### config.mk
export PLATFORM = sky130hd
export DESIGN_NAME = axil_cmd_master
export DESIGN_NICKNAME = d
export VERILOG_FILES = /design/src/rtl/axil_pkg.sv /design/src/rtl/axil_timeout_ctr.sv /design/src/rtl/axil_cmd_master.sv
export SDC_FILE = /design/constraint.sdc
export NUM_CORES = 1
export LEC_CHECK = 0
export CAP_MARGIN = 25
export CORE_MARGIN = 10
export CORE_UTILIZATION = 36
export DETAILED_ROUTE_END_ITERATION = 12
export HOLD_SLACK_MARGIN = 0.05
export PLACE_DENSITY = 0.75
export REMOVE_ABC_BUFFERS = 1
export SYNTH_ARGS = -nofsm -noshare
export SYNTH_HDL_FRONTEND = slang
export SYNTH_SLANG_ARGS = --single-unit
export TNS_END_PERCENT = 1
### constraint.sdc
create_clock -name clk -period 1.5 [get_ports clk]
set_clock_uncertainty 0.15 [all_clocks]
set_input_delay 0.3 -clock clk [delete_from_list [all_inputs] [get_ports clk]]
set_output_delay 0.3 -clock clk [all_outputs]
set_load 0.005 [all_outputs]
### src/rtl/axil_pkg.sv
// Shared types for the AXI4-Lite command master: FSM state encoding and
// response codes.
package axil_pkg;

    typedef enum logic [2:0] {
        IDLE,
        RD_ADDR,
        RD_DATA,
        WR_ADDR_DATA,
        WR_RESP,
        RESP
    } axil_state_e;

    localparam logic [1:0] RESP_OKAY   = 2'd0;
    localparam logic [1:0] RESP_SLVERR = 2'd2;
    localparam logic [1:0] RESP_DECERR = 2'd3;

endpackage

### src/rtl/axil_timeout_ctr.sv
// Per-channel wait counter; expired is high during the TIMEOUT_CYCLES-th
// enabled cycle since the last clear.
module axil_timeout_ctr #(
    parameter int TIMEOUT_CYCLES = 16
) (
    input  logic clk,
    input  logic rst,
    input  logic clear,
    input  logic enable,
    output logic expired
);

    localparam int CW = $clog2(TIMEOUT_CYCLES + 1);

    logic [CW-1:0] cnt;

    always_ff @(posedge clk) begin
        if (rst || clear)
            cnt <= '0;
        else if (enable && !expired)
            cnt <= cnt + CW'(1);
    end

    assign expired = enable && (cnt == CW'(TIMEOUT_CYCLES - 1));

endmodule

### src/rtl/axil_cmd_master.sv
// Single-outstanding AXI4-Lite master driven by a valid/ready command port.
// Define AXIL_MASTER_TIMEOUT_EN to bound every channel wait to TIMEOUT_CYCLES.
module axil_cmd_master
    import axil_pkg::*;
#(
    parameter int ADDR_WIDTH_BITS  = 3,
    parameter int DATA_WIDTH_BYTES = 4,
    parameter int TIMEOUT_CYCLES   = 16,
    localparam int DATA_WIDTH_BITS = DATA_WIDTH_BYTES * 8
) (
    input  logic                        clk,
    input  logic                        rst,
    input  logic                        cmd_valid,
    output logic                        cmd_ready,
    input  logic                        cmd_write,
    input  logic [ADDR_WIDTH_BITS-1:0]  cmd_addr,
    input  logic [DATA_WIDTH_BITS-1:0]  cmd_wdata,
    input  logic [DATA_WIDTH_BYTES-1:0] cmd_wstrb,
    output logic                        rsp_valid,
    input  logic                        rsp_ready,
    output logic [DATA_WIDTH_BITS-1:0]  rsp_rdata,
    output logic [1:0]                  rsp_resp,
    output logic                        ARVALID,
    input  logic                        ARREADY,
    output logic [ADDR_WIDTH_BITS-1:0]  ARADDR,
    output logic [2:0]                  ARPROT,
    input  logic                        RVALID,
    output logic                        RREADY,
    input  logic [DATA_WIDTH_BITS-1:0]  RDATA,
    input  logic [1:0]                  RRESP,
    output logic                        AWVALID,
    input  logic                        AWREADY,
    output logic [ADDR_WIDTH_BITS-1:0]  AWADDR,
    output logic [2:0]                  AWPROT,
    output logic                        WVALID,
    input  logic                        WREADY,
    output logic [DATA_WIDTH_BITS-1:0]  WDATA,
    output logic [DATA_WIDTH_BYTES-1:0] WSTRB,
    input  logic                        BVALID,
    output logic                        BREADY,
    input  logic [1:0]                  BRESP
);

    axil_state_e state;
    logic        aw_done, w_done;
    logic        aw_hs, w_hs, wr_both, advance, tmo;

    assign ARPROT = 3'b000;
    assign AWPROT = 3'b000;

    assign aw_hs   = AWVALID && AWREADY;
    assign w_hs    = WVALID && WREADY;
    assign wr_both = (aw_done || aw_hs) && (w_done || w_hs);

    // The awaited handshake of the current wait state; a timeout only fires without it.
    always_comb begin
        advance = 1'b0;
        case (state)
            RD_ADDR:      advance = ARREADY;
            RD_DATA:      advance = RVALID;
            WR_ADDR_DATA: advance = wr_both;
            WR_RESP:      advance = BVALID;
            default:      advance = 1'b0;
        endcase
    end

`ifdef AXIL_MASTER_TIMEOUT_EN
    logic wait_st;
    assign wait_st = (state == RD_ADDR) || (state == RD_DATA) ||
                     (state == WR_ADDR_DATA) || (state == WR_RESP);

    axil_timeout_ctr #(.TIMEOUT_CYCLES(TIMEOUT_CYCLES)) u_tmo (
        .clk     (clk),
        .rst     (rst),
        .clear   (!wait_st || advance),
        .enable  (wait_st),
        .expired (tmo)
    );
`else
    logic unused_tmo_cfg;
    assign unused_tmo_cfg = (TIMEOUT_CYCLES == 0);
    assign tmo = 1'b0;
`endif

    always_ff @(posedge clk) begin
        if (rst) begin
            state     <= IDLE;
            cmd_ready <= 1'b1;
            rsp_valid <= 1'b0;
            rsp_rdata <= '0;
            rsp_resp  <= RESP_OKAY;
            ARVALID   <= 1'b0;
            AWVALID   <= 1'b0;
            WVALID    <= 1'b0;
            RREADY    <= 1'b0;
            BREADY    <= 1'b0;
            ARADDR    <= '0;
            AWADDR    <= '0;
            WDATA     <= '0;
            WSTRB     <= '0;
            aw_done   <= 1'b0;
            w_done    <= 1'b0;
        end else if (tmo && !advance) begin
            ARVALID   <= 1'b0;
            AWVALID   <= 1'b0;
            WVALID    <= 1'b0;
            RREADY    <= 1'b0;
            BREADY    <= 1'b0;
            rsp_resp  <= RESP_SLVERR;
            rsp_rdata <= '0;
            rsp_valid <= 1'b1;
            state     <= RESP;
        end else begin
            case (state)
                IDLE: if (cmd_valid && cmd_ready) begin
                    cmd_ready <= 1'b0;
                    ARADDR    <= cmd_addr;
                    AWADDR    <= cmd_addr;
                    WDATA     <= cmd_wdata;
                    WSTRB     <= cmd_wstrb;
                    if (cmd_write) begin
                        AWVALID <= 1'b1;
                        WVALID  <= 1'b1;
                        aw_done <= 1'b0;
                        w_done  <= 1'b0;
                        state   <= WR_ADDR_DATA;
                    end else begin
                        ARVALID <= 1'b1;
                        state   <= RD_ADDR;
                    end
                end
                RD_ADDR: if (ARREADY) begin
                    ARVALID <= 1'b0;
                    RREADY  <= 1'b1;
                    state   <= RD_DATA;
                end
                RD_DATA: if (RVALID) begin
                    RREADY    <= 1'b0;
                    rsp_rdata <= RDATA;
                    rsp_resp  <= RRESP;
                    rsp_valid <= 1'b1;
                    state     <= RESP;
                end
                WR_ADDR_DATA: begin
                    // AW and W retire independently; B is awaited only once both have.
                    if (aw_hs) begin
                        AWVALID <= 1'b0;
                        aw_done <= 1'b1;
                    end
                    if (w_hs) begin
                        WVALID <= 1'b0;
                        w_done <= 1'b1;
                    end
                    if (wr_both) begin
                        BREADY <= 1'b1;
                        state  <= WR_RESP;
                    end
                end
                WR_RESP: if (BVALID) begin
                    BREADY    <= 1'b0;
                    rsp_resp  <= BRESP;
                    rsp_rdata <= '0;
                    rsp_valid <= 1'b1;
                    state     <= RESP;
                end
                RESP: if (rsp_ready) begin
                    rsp_valid <= 1'b0;
                    cmd_ready <= 1'b1;
                    state     <= IDLE;
                end
                default: state <= IDLE;
            endcase
        end
    end

endmodule

==> impl_metrics.tcl, run 1 <==
set metrics [dict create \
    sum_of_negative_setup_slack_ns -6.76 \
    finalCritPeriodShare_pct 109 \
    stdcell_area_um2 5720 \
    post-route-util_pct 62.2 \
    fin_worst_hold_slack_ns 0.192 \
    first_pass_iters 4 \
    hold_class "in -> reg" \
    total_of_max_cap_violations 0 \
    die_boundary_width_um 117 \
    clock-root-buffer "sky130_fd_sc_hd__clkbuf_8" \
    r2r-end "WDATA[25]$_SDFFE_PP0P_" \
    slew_viol_final 0 \
    synth.ff_latch_count 85 \
    p_per_area_nw_per_um2 1270 \
    dominantRegCellSynth "sky130_fd_sc_hd__dfxtp_1" \
    worst_ep_arrival_time_ns 1.71 \
    netlist_instances 407 \
    synth_edf_count 0 \
    grt_overflow 0 \
    status "finished, violations left" \
    core-area_um2 9200 \
    min_path_cells 2 \
    global_route_wire_length_before_repair_um 16400 \
    clkLatencyLatePin_ns 0.34 \
    antenna_cells 0 \
    min_period_ns 1.64 \
    hold_viol_final 0 \
    gp_routability_congestion 0.830 \
    synth_top_area_share_pct 50.2 \
    cts.path.max_buffers 2 \
    worst_r2r_path_depth 5 \
    detail_route.wirelength_um 12200 \
    regToRegSetupSlack_ns -0.14 \
    finalNonFillerCells 705 \
    post_dp_cell_area_um2 5220 \
    hold_start "rst" \
    start_kind "flip-flop" \
    synth_most_common_cell "sky130_fd_sc_hd__dfxtp_1" \
    final_nets 674 \
    floorplan.die.height_um 117 \
    detailroute.via_count 3476 \
    grt_util_all_layers_pct 15.1 \
    synth.cell_area_um2 3390 \
    numCtsBuffers 9 \
    initial_core_util_pct 36.8 \
    finalWorstSetupSlack_ns -0.140 \
    cts_tree "yes" \
    pin_count 174 \
    min_to "BREADY$_SDFFE_PP0P_" \
    syn_area_per_cell_um2 8.32 \
    required_ns 1.57 \
    ant_nets 0 \
    worstSetupPathType "reg -> reg" \
    numPortBuffers 167 \
    remaining_drc_errors 0 \
    post_synth_main_area_contributors "sky130_fd_sc_hd__dfxtp_1 (50%), sky130_fd_sc_hd__a21oi_1 (12%), sky130_fd_sc_hd__nand2_1 (9.2%)" \
    timing.critical_path.to_type "flip-flop" \
    p_total_mw 7.25 \
    placedCellCount 673 \
    detailedRoute.firstIterationViolations 256 \
    setup_viol_count_final 75 \
    r2r-start "cmd_ready$_SDFFE_PP1P_" \
    worstPathMaxFanout 19 \
    violations "negative setup slack" \
    static-leakage-power_nw 2.44 \
    synth.cells.most_frequent "sky130_fd_sc_hd__dfxtp_1 (85), sky130_fd_sc_hd__nand2_1 (83), sky130_fd_sc_hd__a21oi_1 (79)" \
    grt_max_degree 69 \
    clk_pin_slew_worst_paths_ns 0.09 \
    grt_setup_unrepaired "yes" \
    dieArea_um2 13700 \
    cts-htree-levels 3 \
    dp_slack_ns -0.490 \
    antenna_found_initial 0 \
    hold_buffers 0 \
    synth_cell_types 33 \
    synthesis.yosys.warnings 0 \
    cts_num_sinks 85 \
    drt-vias-per-instance 4.93 \
    synth_top_area_cell "sky130_fd_sc_hd__dfxtp_1" \
    final_layout_size_suffix_gt1_share_pct 18.0 \
    synth_sequential_area_ratio_pct 50.2 \
    synth-async-reset-ratio_pct 0 \
    route.detailed.wl_per_inst_um 17.3 \
    first_global_vias 3280 \
    area_overhead_of_the_layout_relative_to_synthesis_pct 68.8 \
    dp.final_hpwl_um 8230 \
    ir_drop_mv 0.719 \
    core.rowCount 35 \
    clock.fmax_mhz 610 \
]
==> worst max-delay path by stage <==
stage                            from                        to  depth (start not counted)
6_report       cmd_ready$_SDFFE_PP1P_    WDATA[25]$_SDFFE_PP0P_                          5
5_1_grt        cmd_ready$_SDFFE_PP1P_    WDATA[17]$_SDFFE_PP0P_                          7
4_1_cts         state[0]$_SDFFE_PP0P_    WDATA[28]$_SDFFE_PP0P_                          5
3_5_place_dp                   BVALID  rsp_resp[0]$_SDFFE_PP0P_                          6
3_3_place_gp                cmd_valid    AWADDR[1]$_SDFFE_PP0P_                          6
2_1_floorplan   state[2]$_SDFFE_PP0P_    rsp_valid$_SDFFE_PP0P_                          4
==> sequential cells by signal, indices dropped and copies added, names as in the netlist, 2 cells and up <==
signal,count
state,3
WDATA,32
rsp_resp,2
WSTRB,4
rsp_rdata,32
AWADDR,3
==> cell usage in the layout, fill, tap and decap left out, types with 3 or more instances in the layout <==
cell	count
sky130_fd_sc_hd__a21oi_1	63
sky130_fd_sc_hd__a21oi_2	16
sky130_fd_sc_hd__buf_12	7
sky130_fd_sc_hd__buf_4	17
sky130_fd_sc_hd__buf_6	9
sky130_fd_sc_hd__clkbuf_16	6
sky130_fd_sc_hd__clkbuf_8	9
sky130_fd_sc_hd__clkdlybuf4s50_1	82
sky130_fd_sc_hd__conb_1	6
sky130_fd_sc_hd__dfxtp_1	69
sky130_fd_sc_hd__dfxtp_2	13
sky130_fd_sc_hd__dfxtp_4	3
sky130_fd_sc_hd__dlygate4sd2_1	82
sky130_fd_sc_hd__mux2i_1	4
sky130_fd_sc_hd__nand2_1	80
sky130_fd_sc_hd__nand2_2	4
sky130_fd_sc_hd__nand2b_1	33
sky130_fd_sc_hd__nand3_1	35
sky130_fd_sc_hd__nand3b_1	3
sky130_fd_sc_hd__nor2_1	7
sky130_fd_sc_hd__o21ai_0	7
==> power by group <==
group | internal (mW) | switching, mW | total (mW)
clock | 0.779 | 0.867 | 1.65
sequential | 2.61 | 0.207 | 2.82
combinational | 1.52 | 1.28 | 2.79
total | 4.90 | 2.35 | 7.25
==> critical path, stage by stage, from the launching register on <==
cell	delay, ns
sky130_fd_sc_hd__dfxtp_2	0.34
sky130_fd_sc_hd__nand2_2	0.06
sky130_fd_sc_hd__or4_4	0.61
sky130_fd_sc_hd__clkbuf_16	0.22
sky130_fd_sc_hd__nand2_1	0.07
sky130_fd_sc_hd__a21oi_1	0.07
==> cells by family (layout without fill, tap and decap cells) <==
| family | count (synthesis) | count (layout) | synth area share (%) |
|---|---|---|---|
| other cells | 1 | 6 | 0.111 |
| flops | 85 | 85 | 50.2 |
| mux | 4 | 4 | 1.18 |
| simple gates | 174 | 174 | 24.9 |
| compound gates | 100 | 100 | 16.2 |
| buf+inv | 43 | 225 | 7.31 |
==> layer usage <==
metal | track usage (%) | routed length (µm)
met5 | 0 | 0
met1 | 16.8 | 4920
met3 | 4.18 | 842
met4 | 6.10 | 254
met2 | 26.7 | 6210
==> what timing repair did <==
action,4_1_cts,5_1_grt
setup endpoints to repair,163,80
pin swaps,12,12
gates resized for setup,106,33
gates cloned,0,12
setup buffers,0,4
==> area by class of cell <==
cell class                      count  area, µm²
Clock buffer                        9        124
Timing Repair Buffer              207       2090
Fill cell                         797       3480
Inverter                            2       7.51
Multi-Input combinational cell    284       1560
Sequential cell                    85       1730
Tap cell                          111        139
Clock inverter                      7       73.8
Power figures use the tool's default switching activity.
==> inputs of run 2 (changes only) <==
- CORE_MARGIN: 10 -> default
==> run 2 against run 1 <==
The flow still finishes with violations (negative setup slack). Total power fell by 4.3%. Sequential share of layout area is 0.79 points higher. Cell count is 0.57% lower. Combinational power shrank 13%. Setup slack better by 0.051 ns. Clock-buffer cell count grew 1. Hold slack better by 0.0083 ns. Fmax increased by 3.2%. Critical path depth increased by 1. Clock power barely moved. Critical path type unchanged. Largest power group unchanged. Highest routed layer unchanged.
==> impl_metrics.tcl, run 2 (synthesis results as in run 1) <==
set metrics [dict create \
    required_ns 1.58 \
    timing.critical_path.from "state[1]$_SDFFE_PP0P_" \
    worst_path_largest_cell_delay_ns 0.37 \
    core.rowCount 35 \
    sum_of_negative_setup_slack_ns -3.82 \
    post_dp_cell_area_um2 5230 \
    worstPathCellList "nand3b_1, a21oi_4, buf_12, clkbuf_16, nand2b_1, a21oi_2" \
    hold_start "rst" \
    ant_nets 0 \
    gp_routability_congestion 0.871 \
    fin_worst_hold_slack_ns 0.200 \
    detailedRoute.firstIterationViolations 88 \
    pin_count 174 \
    worst_ep_arrival_time_ns 1.67 \
    r2r-start "state[1]$_SDFFE_PP0P_" \
    static-leakage-power_nw 2.43 \
    p_switching_mw 2.19 \
    clock.fmax_mhz 630 \
    cts_num_sinks 85 \
    hold_buffers 0 \
    dp.final_hpwl_um 6770 \
    regToRegSetupSlack_ns -0.09 \
    first_pass_iters 5 \
    min_period_ns 1.59 \
    clock-root-buffer "sky130_fd_sc_hd__clkbuf_8" \
    final_nets 670 \
    detail_route.wirelength_um 10200 \
    p_per_area_nw_per_um2 1220 \
    worstSetupPathType "reg -> reg" \
    antenna_found_initial 0 \
    drt-vias-per-instance 4.90 \
    hold_class "in -> reg" \
    p_total_mw 6.94 \
    global_route_wire_length_before_repair_um 15300 \
    floorplan.die.height_um 99.0 \
    share_comb_of_total_power_pct 34.9 \
    initial_core_util_pct 36.8 \
    slew_viol_final 0 \
    crit_slowest_cell "sky130_fd_sc_hd__dfxtp_4" \
    final_cell_mix "sky130_fd_sc_hd__dlygate4sd2_1 (84), sky130_fd_sc_hd__nand2_1 (83), sky130_fd_sc_hd__clkdlybuf4s50_1 (80)" \
    dieArea_um2 9800 \
    die_boundary_width_um 99.0 \
    start_kind "flip-flop" \
    p_int_mw 4.75 \
    detailroute.via_count 3438 \
    status "finished, violations left" \
    netSwitchingFraction_pct 31.5 \
    grt_util_all_layers_pct 19.3 \
    grt_max_degree 69 \
    total_of_max_cap_violations 0 \
    stdcell_area_um2 5680 \
    cts-htree-levels 3 \
    route.detailed.wl_per_inst_um 14.5 \
    post-route-util_pct 61.7 \
    remaining_drc_errors 0 \
    clk_pin_slew_worst_paths_ns 0.09 \
    cts_tree "yes" \
    final_layout_size_suffix_gt1_share_pct 21.0 \
    first_global_vias 3260 \
    finalWorstSetupSlack_ns -0.0881 \
    ir_drop_mv 0.654 \
    grt_overflow 0 \
    cts.path.max_buffers 2 \
    core-area_um2 9200 \
    reg_top3 "WDATA (32), rsp_rdata (32), WSTRB (4)" \
    grt_setup_unrepaired "yes" \
    pwr-share-seq_pct 41.0 \
    setup_viol_count_final 72 \
    timing.critical_path.to_type "flip-flop" \
    numCtsBuffers 9 \
    worstPathMaxFanout 9 \
    clkLatencyLatePin_ns 0.34 \
    area_overhead_of_the_layout_relative_to_synthesis_pct 67.6 \
    leading_cell_type_in_the_layout_fill_and_taps_excluded "sky130_fd_sc_hd__dlygate4sd2_1" \
    violations "negative setup slack" \
    numPortBuffers 167 \
    finalCritPeriodShare_pct 106 \
    hold_viol_final 0 \
    antenna_cells 0 \
    power.clock.fraction_pct 24.1 \
]
## run 2: cell count changes in the layout (fill, tap and decap cells not counted), sizes merged
cell,change
clkbuf,-3
clkdlybuf4s50,-2
dlygate4sd2,+2
clkinv,+1
clkinvlp,-1
inv,-1
## run 2: layout make-up
cell class,count,area (µm²)
clock buffer,10,138
clock inverter,6,70.1
fill,820,3520
inverter,2,7.51
multi-input combinational,284,1570
sequential,85,1760
tap,111,139
timing repair buffer,203,1990
## run 2: power groups by stage
stage,sequential (mW),clock (mW),combinational (mW)
after floorplan,2.90,0,0.898
after global placement,2.85,0,2.28
after detailed placement,2.87,0,2.33
after CTS,2.85,1.72,2.15
after global routing,2.89,1.84,2.65
final,2.85,1.67,2.42
## run 2: metrics by stage
step	std cells	setup WS (ns)
global placement	672	-0.414
global route	701	-0.143
floorplan	371	-0.937
finish	701	-0.0881
CTS	689	-0.118
detailed placement	672	-0.493
## run 2: timing repair
action,in CTS,in global routing
setup buffers,1,6
pin swaps,18,17
gates resized for setup,135,27
setup endpoints to repair,163,81
cloned,0,6
## run 2: final timing paths
path,to,cells after the start
worst min register to register,WDATA[26]$_SDFFE_PP0P_,2
worst max-delay path,rsp_rdata[13]$_SDFFE_PP0P_,6
worst max register to register,rsp_rdata[13]$_SDFFE_PP0P_,6
worst min-delay path,rsp_valid$_SDFFE_PP0P_,2
## run 2: layer usage
| layer | routed length (µm) | vias to the layer above | track usage [%] |
|---|---|---|---|
| met3 | 487 | 17 | 3.26 |
| met2 | 5140 | 106 | 35.8 |
| met5 | 0 | - | 0 |
| met1 | 4390 | 1604 | 22.5 |
| li1 | - | 1711 | - |
| met4 | 150 | 0 | 6.31 |
## run 2: worst max-delay path: cells and delay by family, from the launching register on
family	cells	cell delay, ns
AO/OA/AOI/OAI	2	0.33
buffers and inverters	2	0.30
flip-flops	1	0.37
AND/OR/NAND/NOR	2	0.34
